`src/rtl/udcnt_pkg.sv`:
```
// Shared types and next-count arithmetic for updown_counter_mod.
// Arithmetic is done at UDCNT_MAX_W+1 bits so any WIDTH up to UDCNT_MAX_W
// can reuse the same function without silent truncation.
package udcnt_pkg;

  typedef enum logic { DIR_DOWN = 1'b0, DIR_UP  = 1'b1 } dir_e;
  typedef enum logic { MODE_WRAP = 1'b0, MODE_SAT = 1'b1 } mode_e;

  localparam int unsigned UDCNT_MAX_W = 32;

  typedef logic [UDCNT_MAX_W-1:0] cnt_t;
  typedef logic [UDCNT_MAX_W:0]   ext_t;

  // Returns {wrapped, q_next}. q_next never exceeds max_val.
  function automatic ext_t next_count(input cnt_t  q,
                                      input cnt_t  step,
                                      input cnt_t  max_val,
                                      input dir_e  dir,
                                      input mode_e mode);
    ext_t q_x;
    ext_t s_x;
    ext_t mx_x;
    ext_t m_x;
    ext_t sum_x;
    ext_t res_x;
    logic wr;
    q_x   = {1'b0, q};
    s_x   = {1'b0, step};
    mx_x  = {1'b0, max_val};
    m_x   = mx_x + ext_t'(1);
    sum_x = q_x + s_x;
    res_x = q_x;
    wr    = 1'b0;
    if (step == '0) begin
      res_x = q_x;
    end else if (q > max_val) begin
      // Limit was lowered under the current count: snap to the far limit.
      wr    = 1'b1;
      res_x = (dir == DIR_UP) ? '0 : mx_x;
    end else if (dir == DIR_UP) begin
      if (sum_x <= mx_x) begin
        res_x = sum_x;
      end else begin
        wr    = 1'b1;
        res_x = (mode == MODE_SAT) ? mx_x : (sum_x - m_x);
      end
    end else begin
      if (s_x <= q_x) begin
        res_x = q_x - s_x;
      end else begin
        wr    = 1'b1;
        res_x = (mode == MODE_SAT) ? '0 : (q_x + m_x - s_x);
      end
    end
    return {wr, res_x[UDCNT_MAX_W-1:0]};
  endfunction

endpackage

```
`src/rtl/udcnt_prescale.sv`:
```
// Enable prescaler: tick is high on every PRESCALE-th cycle with en=1.
// The count holds while en=0 and returns to zero on clr.
module udcnt_prescale #(
  parameter int PRESCALE = 4
) (
  input  logic clk,
  input  logic reset,
  input  logic clr,
  input  logic en,
  output logic tick
);

  localparam int CW = (PRESCALE > 1) ? $clog2(PRESCALE) : 1;

  logic [CW-1:0] pcnt_q;
  logic [CW-1:0] pcnt_d;
  logic          last;

  assign last = (pcnt_q == CW'(PRESCALE - 1));
  assign tick = en && last;

  // Next prescale count: clear wins, otherwise advance modulo PRESCALE on en.
  always_comb begin
    pcnt_d = pcnt_q;
    if (clr) begin
      pcnt_d = '0;
    end else if (en) begin
      pcnt_d = last ? '0 : (pcnt_q + CW'(1));
    end
  end

  // Prescale count register.
  always_ff @(posedge clk or posedge reset) begin
    if (reset) begin
      pcnt_q <= '0;
    end else begin
      pcnt_q <= pcnt_d;
    end
  end

endmodule

```
`src/rtl/updown_counter_mod.sv`:
```
// Up/down counter with programmable modulus, step and wrap/saturate mode.
// Optional feature macro: UDCNT_PRESCALE_EN qualifies en with a
// mod-PRESCALE prescaler; when undefined every en cycle is a count tick.
module updown_counter_mod
  import udcnt_pkg::*;
#(
  parameter int WIDTH    = 8,
  parameter int STEP_W   = 4,
  parameter int PRESCALE = 4
) (
  input  logic              clk,
  input  logic              reset,
  input  logic              clr,
  input  logic              load,
  input  logic              en,
  input  logic              up_downb,
  input  logic              sat_mode,
  input  logic [STEP_W-1:0] step,
  input  logic [WIDTH-1:0]  max_val,
  input  logic [WIDTH-1:0]  d,
  output logic [WIDTH-1:0]  q,
  output logic              tc,
  output logic              wrapped
);

  logic [WIDTH-1:0] count_q;
  logic [WIDTH-1:0] count_d;
  logic             wrapped_q;
  logic             wrapped_d;
  logic             ps_tick;
  logic             count_tick;
  ext_t             nc;
  dir_e             dir;
  mode_e            mode;

`ifdef UDCNT_PRESCALE_EN
  udcnt_prescale #(
    .PRESCALE (PRESCALE)
  ) u_prescale (
    .clk   (clk),
    .reset (reset),
    .clr   (clr | load),
    .en    (en),
    .tick  (ps_tick)
  );
`else
  localparam int unused_prescale = PRESCALE;
  assign ps_tick = 1'b1;
`endif

  assign dir        = up_downb ? DIR_UP : DIR_DOWN;
  assign mode       = sat_mode ? MODE_SAT : MODE_WRAP;
  assign count_tick = en && !clr && !load && ps_tick;

  generate
    if (WIDTH < int'(UDCNT_MAX_W)) begin : g_unused_hi
      logic unused_nc_hi;
      assign unused_nc_hi = ^nc[UDCNT_MAX_W-1:WIDTH];
    end
  endgenerate

  // Next count and wrap flag: clr > load > count tick, otherwise hold.
  always_comb begin
    nc        = next_count(cnt_t'(count_q), cnt_t'(step), cnt_t'(max_val), dir, mode);
    count_d   = count_q;
    wrapped_d = 1'b0;
    if (clr) begin
      count_d = '0;
    end else if (load) begin
      count_d = (d > max_val) ? max_val : d;
    end else if (count_tick) begin
      count_d   = nc[WIDTH-1:0];
      wrapped_d = nc[UDCNT_MAX_W];
    end
  end

  // Count and wrap-pulse registers.
  always_ff @(posedge clk or posedge reset) begin
    if (reset) begin
      count_q   <= '0;
      wrapped_q <= 1'b0;
    end else begin
      count_q   <= count_d;
      wrapped_q <= wrapped_d;
    end
  end

  assign q       = count_q;
  assign wrapped = wrapped_q;
  assign tc      = (up_downb && (count_q == max_val)) || (!up_downb && (count_q == '0));

  a_step_legal: assert property (@(posedge clk) disable iff (reset)
    count_tick |-> (ext_t'(step) <= (ext_t'(max_val) + ext_t'(1))))
    else $error("step exceeds max_val+1");

endmodule
```
`config.mk`:
```
export PLATFORM = sky130hd
export DESIGN_NAME = updown_counter_mod
export DESIGN_NICKNAME = d
export VERILOG_FILES = /design/src/rtl/udcnt_pkg.sv /design/src/rtl/udcnt_prescale.sv /design/src/rtl/updown_counter_mod.sv
export SDC_FILE = /design/constraint.sdc
export NUM_CORES = 1
export LEC_CHECK = 0
export BUFFER_PORTS_ARGS = -buffer_cell sky130_fd_sc_hd__buf_2
export CORE_UTILIZATION = 46
export CTS_CLUSTER_DIAMETER = 150
export DETAILED_ROUTE_END_ITERATION = 16
export GPL_TIMING_DRIVEN = 0
export PLACE_DENSITY_LB_ADDON = 0.12
export SKIP_CTS_REPAIR_TIMING = 1
export SLEW_MARGIN = 10
export SYNTH_ARGS = -nofsm -noshare
export SYNTH_HDL_FRONTEND = slang
export SYNTH_SLANG_ARGS = --single-unit
```
`constraint.sdc`:
```
create_clock -name clk -period 3.47 [get_ports clk]
set_input_delay 0.694 -clock clk [delete_from_list [all_inputs] [get_ports clk]]
set_output_delay 0.694 -clock clk [all_outputs]
set_load 0.03 [all_outputs]
```
After elaboration in Yosys (flattened, before gate mapping)
Cells that the tools add are included.

Flip-flop bits (word level): 9.

Add/subtract/negate cells: 6. Order comparisons: 4. Equality and inequality tests: 2. Muxes and demuxes: 22. Reduce and logical (&&, ||, !) cells: 12.

Operators by type and width (count): $mux W8 (12); $gt A8 B8 Y1 (2); $sub A8 B4 Y8 (2); $mux W1 (10); $add A8 B4 Y9 (1); $le A9 B8 Y1 (1); $add A8 B1 Y8 const B (1); $add A8 B8 Y8 (1); $eq A8 B8 Y1 (1); $le A4 B8 Y1 (1); $logic_not A8 Y1 (1); $sub A8 B8 Y8 (1); $logic_and A1 B1 Y1 (4); $logic_not A4 Y1 (1); $logic_not A1 Y1 (3); $ne A3 B3 Y1 const B (1); $reduce_bool A3 Y1 (1); $reduce_and A2 Y1 (1); $logic_or A1 B1 Y1 (1).

Logic depth before layout (Yosys ltp)
Depth in word-level cells: 11. Gate-level depth with buffers: 15.

Worst setup path after synthesis
Ideal clock, no wire load.

Kind: input to register. From: input port step[2]. To: register count_q[3] (netlist: q[3]). Setup time: 129 ps. Data arrival time: 3513 ps. Required time: 3341 ps. Setup slack: -172 ps. Stages on the path: 15. Path buffers: 1. Cells stage by stage: inv_1 -> ha_1 -> buf_6 -> or3b_4 -> a31oi_4 -> o21ai_2 -> xnor2_2 -> ha_1 -> nand4_1 -> a21oi_1 -> o41ai_2 -> nand2_2 -> mux2_2 -> a211oi_1 -> o22ai_1.

Cells in the longest elaborated chain, start to end: 10. Elaborated cells between the ends (all ways): 19.

Ends and longest elaborated chain: start, declared (line updown_counter_mod.sv:18) `input logic [STEP_W-1:0] step,`; $add A8 B4 Y9 (line udcnt_pkg.sv:31) `sum_x = q_x + s_x;`; $sub A8 B8 Y8 (line udcnt_pkg.sv:45) `res_x = (mode == MODE_SAT) ? mx_x : (sum_x - m_x);`; $mux W8 (line udcnt_pkg.sv:45); $mux W8 (line udcnt_pkg.sv:41) `if (sum_x <= mx_x) begin`; $mux W8 (line udcnt_pkg.sv:40) `end else if (dir == DIR_UP) begin`; $mux W8 (line udcnt_pkg.sv:36) `end else if (q > max_val) begin`; $mux W8 (line udcnt_pkg.sv:34) `if (step == '0) begin`; $mux W8 (line updown_counter_mod.sv:71) `end else if (count_tick) begin`; $mux W8 (line updown_counter_mod.sv:69) `end else if (load) begin`; $mux W8 (line updown_counter_mod.sv:67) `if (clr) begin`; end signal, assigned (line updown_counter_mod.sv:83) `count_q <= count_d;`; end, declared (line updown_counter_mod.sv:26) `logic [WIDTH-1:0] count_q;`.

Parallel ways exist; a longest one is shown, timed or not. The select of a mux whose other input is x is not followed. A chain may end at the register's enable or synchronous reset.

Worst setup path after layout
From: input port step[1]. To: register count_q[3] (netlist: q[3]).

The elaborated chain is that of the path after synthesis.

==> impl_metrics.yaml <==
run_status:
  status: "finished, violations left"
  violations: "setup timing"
cells_and_area:
  diodes: 0
  area_delta_synth_final_pct: 19.6
  final_area_um2: 3590
  layout_common_cells: "inv_1, ha_1, buf_2"
  drive_gt1_share_pct: 24.2
  final_core_util_pct: 56.9
  final_nets: 512
timing:
  maxSlewViolCount: 0
  worst_slack_ns: -0.308
  hold_violations: 0
  layout_min_cycle_time_ns: 3.78
  rsz0062_at_grt: "true"
  finClkSkew_ns: 0.00240
  finalSetupViolations: 9
  tightest_slew_ns: 0.811
  slew_headroom_pct: 45.3
  fin_crit_sh_pct: 109
  max_freq_mhz: 265
  whs_ns: 0.410
critical_path:
  rr_worst_depth: 14
  startpoint: "step[1]"
  r2r_slack_ns: -0.21
  crit-reg2reg-capture: "q[3]"
  endpoint: "q[3]"
  start_kind: "input port"
  rr_startpoint: "q[0]"
  worstSetupEndpointType: "flip-flop"
  crit_required_ns: 3.57
  critPathKind: "input port to flip-flop"
  critical_path_arrival_ns: 3.88
  cp_max_fo: 8
synthesis:
  ys_seq_elements: 9
  syn_nets: 463
  syn_area_um2: 3000
  synth_warnings: 0
  yosys-top-cells-area: "ha_1, dfrtp_1, inv_1"
  synth-edff-count: 0
  synth_top_area_cell: "ha_1"
  syn_avg_cell_area_um2: 7.94
  synth_ff_type: "dfrtp_1"
  async_reset_ff_share_pct: 100
  synth_top_area_share_pct: 21.3
  seq_area_frac_synth_pct: 7.50
  synth_cell_types: 69
  syn_inst: 378
cts:
  clock_sinks: 9
  clk_pin_slew_ns: 0.05
  numCtsBuffers: 3
  clk_latency_ns: 0.24
  htree_num_levels: 1
  cts_tree: "yes"
  clock_path_buffers: 2
  root_buffer: "clkbuf_8"
run:
  max_cap_violations: 0
floorplanning:
  die_area_um2: 6850
  placementRows: 29
  die_height_um: 82.8
  die_w_um: 82.8
  coreArea_um2: 6310
  start_util_pct: 47.5
  io_pins: 37
placed_design:
  place_hpwl_um: 7550
  portBuffers: 33
  place_area_um2: 3330
  place.gp.congestion: 0.922
route:
  wl_per_cell_um: 18.6
  drt-total-wl_um: 9340
  drc: 0
  dr.pass1.iters: 5
  ant_nets: 0
  drt-initial-drc-count: 222
  vias_per_cell: 6.04
  vias: 3039
global_route:
  grt_pass1_wl_um: 13700
  grt.total_usage_pct: 27.6
  grt_remaining_overflow: 0
  grt_max_degree: 11
  grt_pass1_vias: 2527
  antenna_found_initial: 0
pwr:
  post-layout-total-power_mw: 1.52
  ir_worst_vdd_uv: 215
  powerDensity_nw_per_um2: 425
  total_leakage_power_nw: 1.69
hold_path:
  min_path_type: "input port to async pin"
## cells by family after synthesis
group                      after synthesis  synth area share (%)
AOI/OAI and AO/OA                      102                  24.6
xor gates and xnor gates                26                  8.55
adders and majority gates               58                  25.9
buffers and inverters                   63                  9.42
DFF                                      9                  7.50
muxes                                   13                  4.50
and+or+nand+nor                        107                  19.5
## stage by stage
stage	setup WS, ns	setup TNS [ns]	std cells
after detailed placement	-0.789	-5.56	488
after global routing	-0.420	-2.46	503
after CTS	-0.567	-3.52	492
final	-0.308	-1.62	503
after floorplan	-0.0922	-0.150	378
after global placement	-0.805	-5.51	488
## metal layers
layer	up-vias	GRT usage (%)	share of wire [%]
li1	1493	-	-
met4	0	3.62	1.1
met3	6	1.86	5.1
met1	1422	39.7	47
met5	-	0	0
met2	118	46.1	47
## how the worst min path moves through the flow
stage                     start  endpoint
after floorplan           reset      q[0]
after global placement    reset      q[3]
after detailed placement  reset   wrapped
after CTS                 reset   wrapped
after global routing      reset   wrapped
final                     reset   wrapped
## synthesized netlist by cell type, types with 6 or more instances
master     n
ha_1      51
dfrtp_1    9
nor2_1    20
o31ai_1    6
mux2i_1    9
inv_1     48
fa_1       7
nand2b_1   6
xnor2_1   20
a21oi_1   23
nand3_1   19
nand4_1    7
o211ai_1   8
nand2_1   20
nor3_1    11
o21ai_0   10
## state kept, by name, summed over array words and instances (netlist names)
register	count
wrapped	1
q	8
## cell type report
class | instances | area [um2]
Tap cell | 77 | 96.3
Timing Repair Buffer | 45 | 280
Buffer | 13 | 87.6
Multi-Input combinational cell | 306 | 2660
Inverter | 49 | 195
Sequential cell | 9 | 226
Clock buffer | 4 | 45.0
Fill cell | 618 | 2720
## worst max-delay path, cell delays in order
cell	delay [ns]
buf_12	0.09
clkinvlp_4	0.11
ha_4	0.26
or3b_4	0.41
a31oi_4	0.23
o21ai_2	0.10
xnor2_2	0.18
ha_4	0.19
a211oi_2	0.21
nor2_2	0.08
o41ai_4	0.46
nand2_4	0.15
mux2_4	0.35
a211oi_2	0.24
o22ai_1	0.12
## power breakdown
group | switching [mW] | internal (mW)
clock network | 0.0452 | 0.0804
registers | 0.0355 | 0.121
logic | 0.699 | 0.544
total | 0.780 | 0.745
Note: power is estimated with default switching activity, not from simulation.
